File: src/rtl/mem_bus_arbiter.sv
`default_nettype none
// ============================================================================
// Module : mem_bus_arbiter
// Brief  : Round-robin arbiter sharing one RAM port between NREQ requesters,
//          one transaction in flight, with RAM-error and watchdog reporting.
// Rev    : 1.0  initial release
// ============================================================================
module mem_bus_arbiter #(
    parameter int NREQ    = 2,
    parameter int TIMEOUT = 255
) (
    input  logic                 CLK,
    input  logic                 nRST,
    input  logic [NREQ-1:0]      req_ren,
    input  logic [NREQ-1:0]      req_wen,
    input  logic [NREQ*32-1:0]   req_addr,
    input  logic [NREQ*32-1:0]   req_store,
    output logic [NREQ-1:0]      req_wait,
    output logic [31:0]          req_load,
    output logic                 ram_ren,
    output logic                 ram_wen,
    output logic [31:0]          ram_addr,
    output logic [31:0]          ram_store,
    input  logic [31:0]          ram_load,
    input  logic [1:0]           ram_state,
    output logic                 bus_err,
    output logic [2:0]           bus_err_id
);

    localparam int          c_PW         = (NREQ > 1) ? $clog2(NREQ) : 1;
    localparam logic [0:0]  c_ST_IDLE    = 1'b0;
    localparam logic [0:0]  c_ST_BUSY    = 1'b1;
    localparam logic [1:0]  c_RAM_ACCESS = 2'd2;
    localparam logic [1:0]  c_RAM_ERROR  = 2'd3;
    localparam logic [31:0] c_WDOG_LAST  = 32'(TIMEOUT - 1);

    logic [0:0]      r_state,      w_state_nxt;
    logic [c_PW-1:0] r_rr_ptr,     w_rr_nxt;
    logic [c_PW-1:0] r_gnt,        w_gnt_nxt;
    logic            r_op,         w_op_nxt;
    logic [31:0]     r_addr,       w_addr_nxt;
    logic [31:0]     r_data,       w_data_nxt;
    logic [31:0]     r_wdog,       w_wdog_nxt;
    logic            r_bus_err,    w_err_nxt;
    logic [2:0]      r_bus_err_id, w_err_id_nxt;

    logic [31:0]     w_addr_arr  [NREQ];
    logic [31:0]     w_store_arr [NREQ];
    logic [NREQ-1:0] w_active;
    logic [NREQ-1:0] w_gnt_oh;
    logic [c_PW-1:0] w_win;
    logic            w_any;
    logic            w_busy;
    logic            w_acc;
    logic            w_tmo;
    logic            w_end;
    logic            w_done;

    genvar gi;
    generate
        for (gi = 0; gi < NREQ; gi++) begin : g_unpack
            assign w_addr_arr[gi]  = req_addr[32*gi +: 32];
            assign w_store_arr[gi] = req_store[32*gi +: 32];
        end
    endgenerate

    assign w_active = req_ren | req_wen;

    // Scan downwards so the first active index at or after r_rr_ptr is the last one written.
    always_comb begin
        w_any = |w_active;
        w_win = '0;
        for (int k = NREQ - 1; k >= 0; k--) begin
            if (w_active[(int'(r_rr_ptr) + k) % NREQ]) begin
                w_win = c_PW'((int'(r_rr_ptr) + k) % NREQ);
            end
        end
    end

    assign w_busy = (r_state == c_ST_BUSY);
    assign w_acc  = (ram_state == c_RAM_ACCESS);
    assign w_tmo  = (TIMEOUT != 0) && (r_wdog == c_WDOG_LAST);
    assign w_end  = w_busy && (w_acc || (ram_state == c_RAM_ERROR) || w_tmo);
    // A reset edge coinciding with completion drops the transaction instead of finishing it.
    assign w_done = w_end && nRST;

    always_comb begin
        w_gnt_oh        = '0;
        w_gnt_oh[r_gnt] = w_done;
    end

    assign req_wait   = w_active & ~w_gnt_oh;
    assign req_load   = ram_load;
    assign ram_ren    = w_busy && !r_op;
    assign ram_wen    = w_busy && r_op;
    assign ram_addr   = r_addr;
    assign ram_store  = r_data;
    assign bus_err    = r_bus_err;
    assign bus_err_id = r_bus_err_id;

    always_comb begin
        w_state_nxt  = r_state;
        w_rr_nxt     = r_rr_ptr;
        w_gnt_nxt    = r_gnt;
        w_op_nxt     = r_op;
        w_addr_nxt   = r_addr;
        w_data_nxt   = r_data;
        w_wdog_nxt   = r_wdog;
        w_err_nxt    = 1'b0;
        w_err_id_nxt = r_bus_err_id;
        case (r_state)
            c_ST_IDLE: begin
                if (w_any) begin
                    w_state_nxt = c_ST_BUSY;
                    w_gnt_nxt   = w_win;
                    w_op_nxt    = req_wen[w_win];
                    w_addr_nxt  = w_addr_arr[w_win];
                    w_data_nxt  = w_store_arr[w_win];
                    w_wdog_nxt  = '0;
                end
            end
            c_ST_BUSY: begin
                w_wdog_nxt = r_wdog + 32'd1;
                if (w_end) begin
                    w_state_nxt = c_ST_IDLE;
                    w_rr_nxt    = (r_gnt == c_PW'(NREQ - 1)) ? '0 : r_gnt + 1'b1;
                    if (!w_acc) begin
                        w_err_nxt    = 1'b1;
                        w_err_id_nxt = 3'(r_gnt);
                    end
                end
            end
            default: w_state_nxt = c_ST_IDLE;
        endcase
    end

    always_ff @(posedge CLK) begin
        if (!nRST) begin
            r_state      <= c_ST_IDLE;
            r_rr_ptr     <= '0;
            r_gnt        <= '0;
            r_op         <= 1'b0;
            r_addr       <= '0;
            r_data       <= '0;
            r_wdog       <= '0;
            r_bus_err    <= 1'b0;
            r_bus_err_id <= '0;
        end else begin
            r_state      <= w_state_nxt;
            r_rr_ptr     <= w_rr_nxt;
            r_gnt        <= w_gnt_nxt;
            r_op         <= w_op_nxt;
            r_addr       <= w_addr_nxt;
            r_data       <= w_data_nxt;
            r_wdog       <= w_wdog_nxt;
            r_bus_err    <= w_err_nxt;
            r_bus_err_id <= w_err_id_nxt;
        end
    end

endmodule
`default_nettype wire

File: config.mk
export PLATFORM = sky130hd
export DESIGN_NAME = mem_bus_arbiter
export DESIGN_NICKNAME = d
export VERILOG_FILES = /design/src/rtl/mem_bus_arbiter.sv
export SDC_FILE = /design/constraint.sdc
export NUM_CORES = 1
export LEC_CHECK = 0
export ABC_AREA = 1
export CAP_MARGIN = 30
export CORE_MARGIN = 10
export CORE_UTILIZATION = 37
export CTS_BUF_LIST = sky130_fd_sc_hd__clkbuf_4 sky130_fd_sc_hd__clkbuf_8
export DETAILED_ROUTE_END_ITERATION = 6
export PLACE_DENSITY = 0.75
export SYNTH_ARGS = -nofsm -noshare
export SYNTH_HDL_FRONTEND = slang
export SYNTH_SLANG_ARGS = --single-unit
File: constraint.sdc
create_clock -name CLK -period 1.6 [get_ports CLK]
set_clock_uncertainty 0.15 [all_clocks]
set_input_delay 0.32 -clock CLK [delete_from_list [all_inputs] [get_ports CLK]]
set_output_delay 0.32 -clock CLK [all_outputs]
set_load 0.05 [all_outputs]
Word-level counts from Yosys, hierarchy flattened
Index checks and enable logic that the tools add are counted.
Storage, ports and cells
  bits of input ports: 168
  output and inout port bits: 104
  register bits after elaboration: 102
  logic and storage cells: 67
Cells by class
  reduce and logical (&&, ||, !) cells: 13
  $add $sub $neg: 3
  multiplexer cells: 24
  order comparisons: 6
  bitwise gates (word level): 8
  eq/ne operators: 4
Operator list (count)
  $mux 32: 7
  $pmux 32 s2: 1
  $add 32x1->32 const B: 1
  $eq 32x8->1 const B: 1
  $mux 1: 14
  $lt 1x2->1 const B: 3
  $reduce_and 3->1: 2
  $logic_and 1x1->1: 5
  $and 2x2->2: 2
  $eq 2x2->1 const B: 2
  $reduce_and 2->1: 2
  $lt 2x3->1 const B: 1
  $add 1x1->1 const B: 2
  $ge 2x2->1 const B: 1
  $logic_or 1x1->1: 2
  $ne 2x2->1 const B: 1
  $not 1->1: 2
  $not 1->2: 1
  $not 2->2: 1
  $or 2x2->2: 1
  $pmux 1 s2: 1
  $reduce_or 2->1: 1
  $and 1x1->1 const A: 1
  $demux 1 s1: 1
  other kinds (2): 2

Logic depth before layout (Yosys ltp)
  depth after elaboration: 11
  gate-level depth with buffers: 12
  gate-level depth less buffers: 12

Worst setup path before layout
OpenSTA, ideal clock, no wires.
  path type: flip-flop to output port
  start: register r_wdog[0]
  end: output req_wait[0]
  cell stages (with the launch flop): 12
  setup slack: -0.221 ns
  arrival time: 1.351 ns
  data required time: 1.130 ns
  path buffers: 0
  cells stage by stage: dfxtp_1 > inv_1 > ha_1 > inv_1 > nor2_1 > nand2_1 > nor2_1 > nand2_1 > nand2_1 > nand4_1 > nand2_1 > inv_1
Between the ends
  cells in the longest elaborated chain, start to end: 7
RTL lines
  start: declaration: RTL line 43  | logic [31:0] r_wdog, w_wdog_nxt;
  start signal: assignment: RTL line 155  | r_wdog <= w_wdog_nxt;
  $eq 32x8->1: RTL line 82  | assign w_tmo = (TIMEOUT != 0) && (r_wdog == c_WDOG_LAST);
  $logic_or 1x1->1: RTL line 83  | assign w_end = w_busy && (w_acc || (ram_state == c_RAM_ERROR) || w_tmo);
  $logic_and 1x1->1: RTL line 83
  $logic_and 1x1->1: RTL line 85  | assign w_done = w_end && nRST;
  $and 2x2->2 (no source line)
  $not 2->2: RTL line 92  | assign req_wait = w_active & ~w_gnt_oh;
  $and 2x2->2: RTL line 92
  end: declaration: RTL line 18  | output logic [NREQ-1:0] req_wait,
No other way between the ends.

Final worst setup path
  start: register r_wdog[20]
  end: output req_wait[0]
Same word-level chain as after synthesis.

==> impl_metrics.toml <==
[global_routing]
grt_usage = 0.209
antenna_found_initial = 0
grt_pass1_vias = 5958
grt-ovfl-total = 0
grt_first_pass_wirelength_mm = 31.1
grt_max_degree = 55

[yosys]
synthCells = 718
synth_edf_count = 0
ys_ff_latch = 102
synth-async-reset-ratio = 0
synth_area_leaders = "dfxtp_1 40%, nand2_1 10%, o211ai_1 9.5%"
syn_area_mm2 = 0.00513
synth.largest_area_cell = "dfxtp_1"
postSynthAreaPerCell_um2 = 7.15
ys.flop_type = "dfxtp_1"
synth_top_area_frac = 0.398
yosysSeqAreaShare = 0.398
yosysWarnings = 0
synth_cell_types = 37

[worst_setup_path]
worst-path-buf-inv = 3
worstSetupPathType = "reg2out"
path_depth = 11
crit_start = "r_wdog[20]"
path_delay_family = "simple AND/OR/NAND/NOR gates"
worstRegToRegCells = 10
cpPeakStageDelay_ps = 360
crit_chain = "inv_2 -> nand2_1 -> nor2_1 -> nand2_1 -> nor2_1 -> nand2_1 -> nand2_2 -> nand4_1 -> nand2_2 -> clkinvlp_4 -> buf_8"
path_common_cell = "nand2_1"
cp-start-kind = "flop"
r2r-end = "r_wdog[20]"
critPathArrivalTime_ps = 1940
crit_end = "req_wait[0]"
required_ps = 1130
cp_slowest_cell = "dfxtp_2"
cp-end-kind = "output port"
worstPathMaxFanout = 2
reg2reg_slack_ps = -450
timing.rr.start = "r_wdog[0]"

[route]
drtIter0Drc = 434
drt_pass1_iterations = 5
drc = 0
avgRoutedWirePerCell_um = 21.5
vias_per_cell = 5.49
wl_mm = 25.3
vias = 6481
ant_nets = 0

[placement]
io_buffers = 205
place_hpwl_mm = 15.3
placed_cell_area_mm2 = 0.00848
globalplace.congestion = 0.875

[clocking]
cts_buffers = 9
clk_pin_slew_worst_paths_ps = 100
cts_tree = "yes"
clk_path_buf_depth = 2
cts_num_sinks = 102
clock_latency_ps = 400
htreeDepth = 3
clock-root-buffer = "clkbuf_8"
hold_buffers = 0

[sta]
timing.final.ws_setup_ps = -809
hold_viol = 0
slew_violations = 0
worst_pin_slew_ps = 603
final.period_utilization = 1.51
timing.hold.ws_ps = 85.6
fmax_mhz = 415
slew_headroom = 0.595
rsz0062_at_grt = "true"
setup_viol = 101
period_needed_ps = 2410

[floorplanning]
core-area_mm2 = 0.0134
fp.dieArea_mm2 = 0.0190
fp.dieW_um = 138
die_h_um = 138
start_util = 0.383
io_pins = 272
row_count = 42

[power]
p_per_area_mw_per_mm2 = 748
peakVddDrop_uv = 509
leakage_nw = 4.25

[min_path]
worstHoldPathType = "in2reg"

[outcome]
status = "finished with violations"
violations = "setup timing"

[layout]
antenna_cells = 0
drive_gt1_frac = 0.411
final_nets = 1171
area_growth_syn_to_layout_pct = 97.7
design_area_mm2 = 0.0101

[flow_run]
drv_cap = 0
tightest hold or removal path: cells and delay by family:
| kind | cells | cell delay [ps] |
|---|---|---|
| buffers and inverters | 1 | 150 |
| AND/OR/NAND/NOR | 2 | 120 |
cells in the final DEF, fill, tap and decap left out, types with 8 or more instances in the layout:
| cell | synthesis | final |
|---|---|---|
| o211ai_1 | 65 | 65 |
| buf_6 | 0 | 14 |
| nand3_2 | 3 | 13 |
| nor2_2 | 4 | 10 |
| nand2_2 | 6 | 59 |
| dfxtp_1 | 102 | 89 |
| nor2_1 | 105 | 95 |
| buf_12 | 0 | 86 |
| nor3_1 | 9 | 8 |
| buf_4 | 34 | 89 |
| nand2_4 | 1 | 19 |
| o21ai_2 | 1 | 22 |
| clkbuf_16 | 0 | 9 |
| clkbuf_8 | 0 | 11 |
| inv_1 | 55 | 41 |
| nand2_1 | 137 | 64 |
| o21ai_1 | 39 | 57 |
| clkdlybuf4s50_1 | 0 | 130 |
| nand3_1 | 24 | 12 |
| dfxtp_2 | 0 | 12 |
| inv_2 | 4 | 13 |
stage by stage:
stage	TNS [ps]	instances	setup slack, ps	power [W]	util
floorplan	-276	719	-188	0.00413	-
global placement	-29620	1117	-361	0.00529	0.633
detailed placement	-35800	1117	-424	0.00532	0.633
CTS	-1910	1139	-654	0.00710	0.665
global route	-17990	1180	-849	0.00780	0.757
finish	-12970	1180	-809	0.00758	0.757
synth_stat cells (all sizes together), types with 4 or more instances:
cell type,count
buf,58
a211oi,4
o21ai,81
nor2,112
a21oi,12
o211ai,65
clkbuf,16
nand4,6
dfxtp,102
nor3,12
nand2,144
nand3,27
inv,60
o31ai,7
per-layer routing:
layer | vias up | GRT usage | share of wire
met4 | 0 | 0.0788 | 0.046
met2 | 366 | 0.372 | 0.52
met5 | - | 0 | 0
li1 | 2924 | - | -
met3 | 107 | 0.0881 | 0.099
met1 | 3084 | 0.214 | 0.33
area by class of cell:
type | count | area (um2)
timing repair buffer | 342 | 4300
fill | 758 | 3260
multi-input combinational | 482 | 3050
sequential | 102 | 2060
inverter | 61 | 269
tap | 176 | 220
clock buffer | 13 | 166
timing repair inverter | 3 | 48.8
clock inverter | 1 | 30.0
logic make-up (layout without fill, tap and decap cells):
| group | Yosys count | in the layout | synth area share |
|---|---|---|---|
| AOI/OAI and AO/OA | 174 | 174 | 0.210 |
| xor gates and xnor gates | 1 | 1 | 0.00171 |
| adders and majority gates | 2 | 2 | 0.00488 |
| buffers and inverters | 135 | 420 | 0.130 |
| DFF | 102 | 102 | 0.398 |
| other | 1 | 2 | 0.000731 |
| and+or+nand+nor | 303 | 303 | 0.254 |
power breakdown:
group / leakage (nW) / total (W) / internal, W / switching (W)
combinational: 3.30 / 0.00285 / 0.00144 / 0.00141
clock: 0.102 / 0.00179 / 0.000831 / 0.000960
sequential: 0.844 / 0.00295 / 0.00271 / 0.000233
timing repair:
item                       4_1_cts  5_1_grt
gates resized for setup         47      232
hold endpoints to repair         0        0
cloned                           2       13
setup buffers                    6       29
pin swaps                        8       45
setup endpoints to repair       27      100
how the worst min path moves through the flow:
stage                 startpoint             to  slack [ps]  cells after the start
global placement    ram_addr[22]   ram_addr[22]         330                      2
global route                nRST  bus_err_id[0]          90                      3
detailed placement  ram_addr[19]   ram_addr[19]         330                      2
finish                      nRST  bus_err_id[0]          90                      3
CTS                         nRST  bus_err_id[0]          70                      3
floorplan             r_wdog[16]     r_wdog[16]         280                      1
Power figures use the tool's default switching activity.
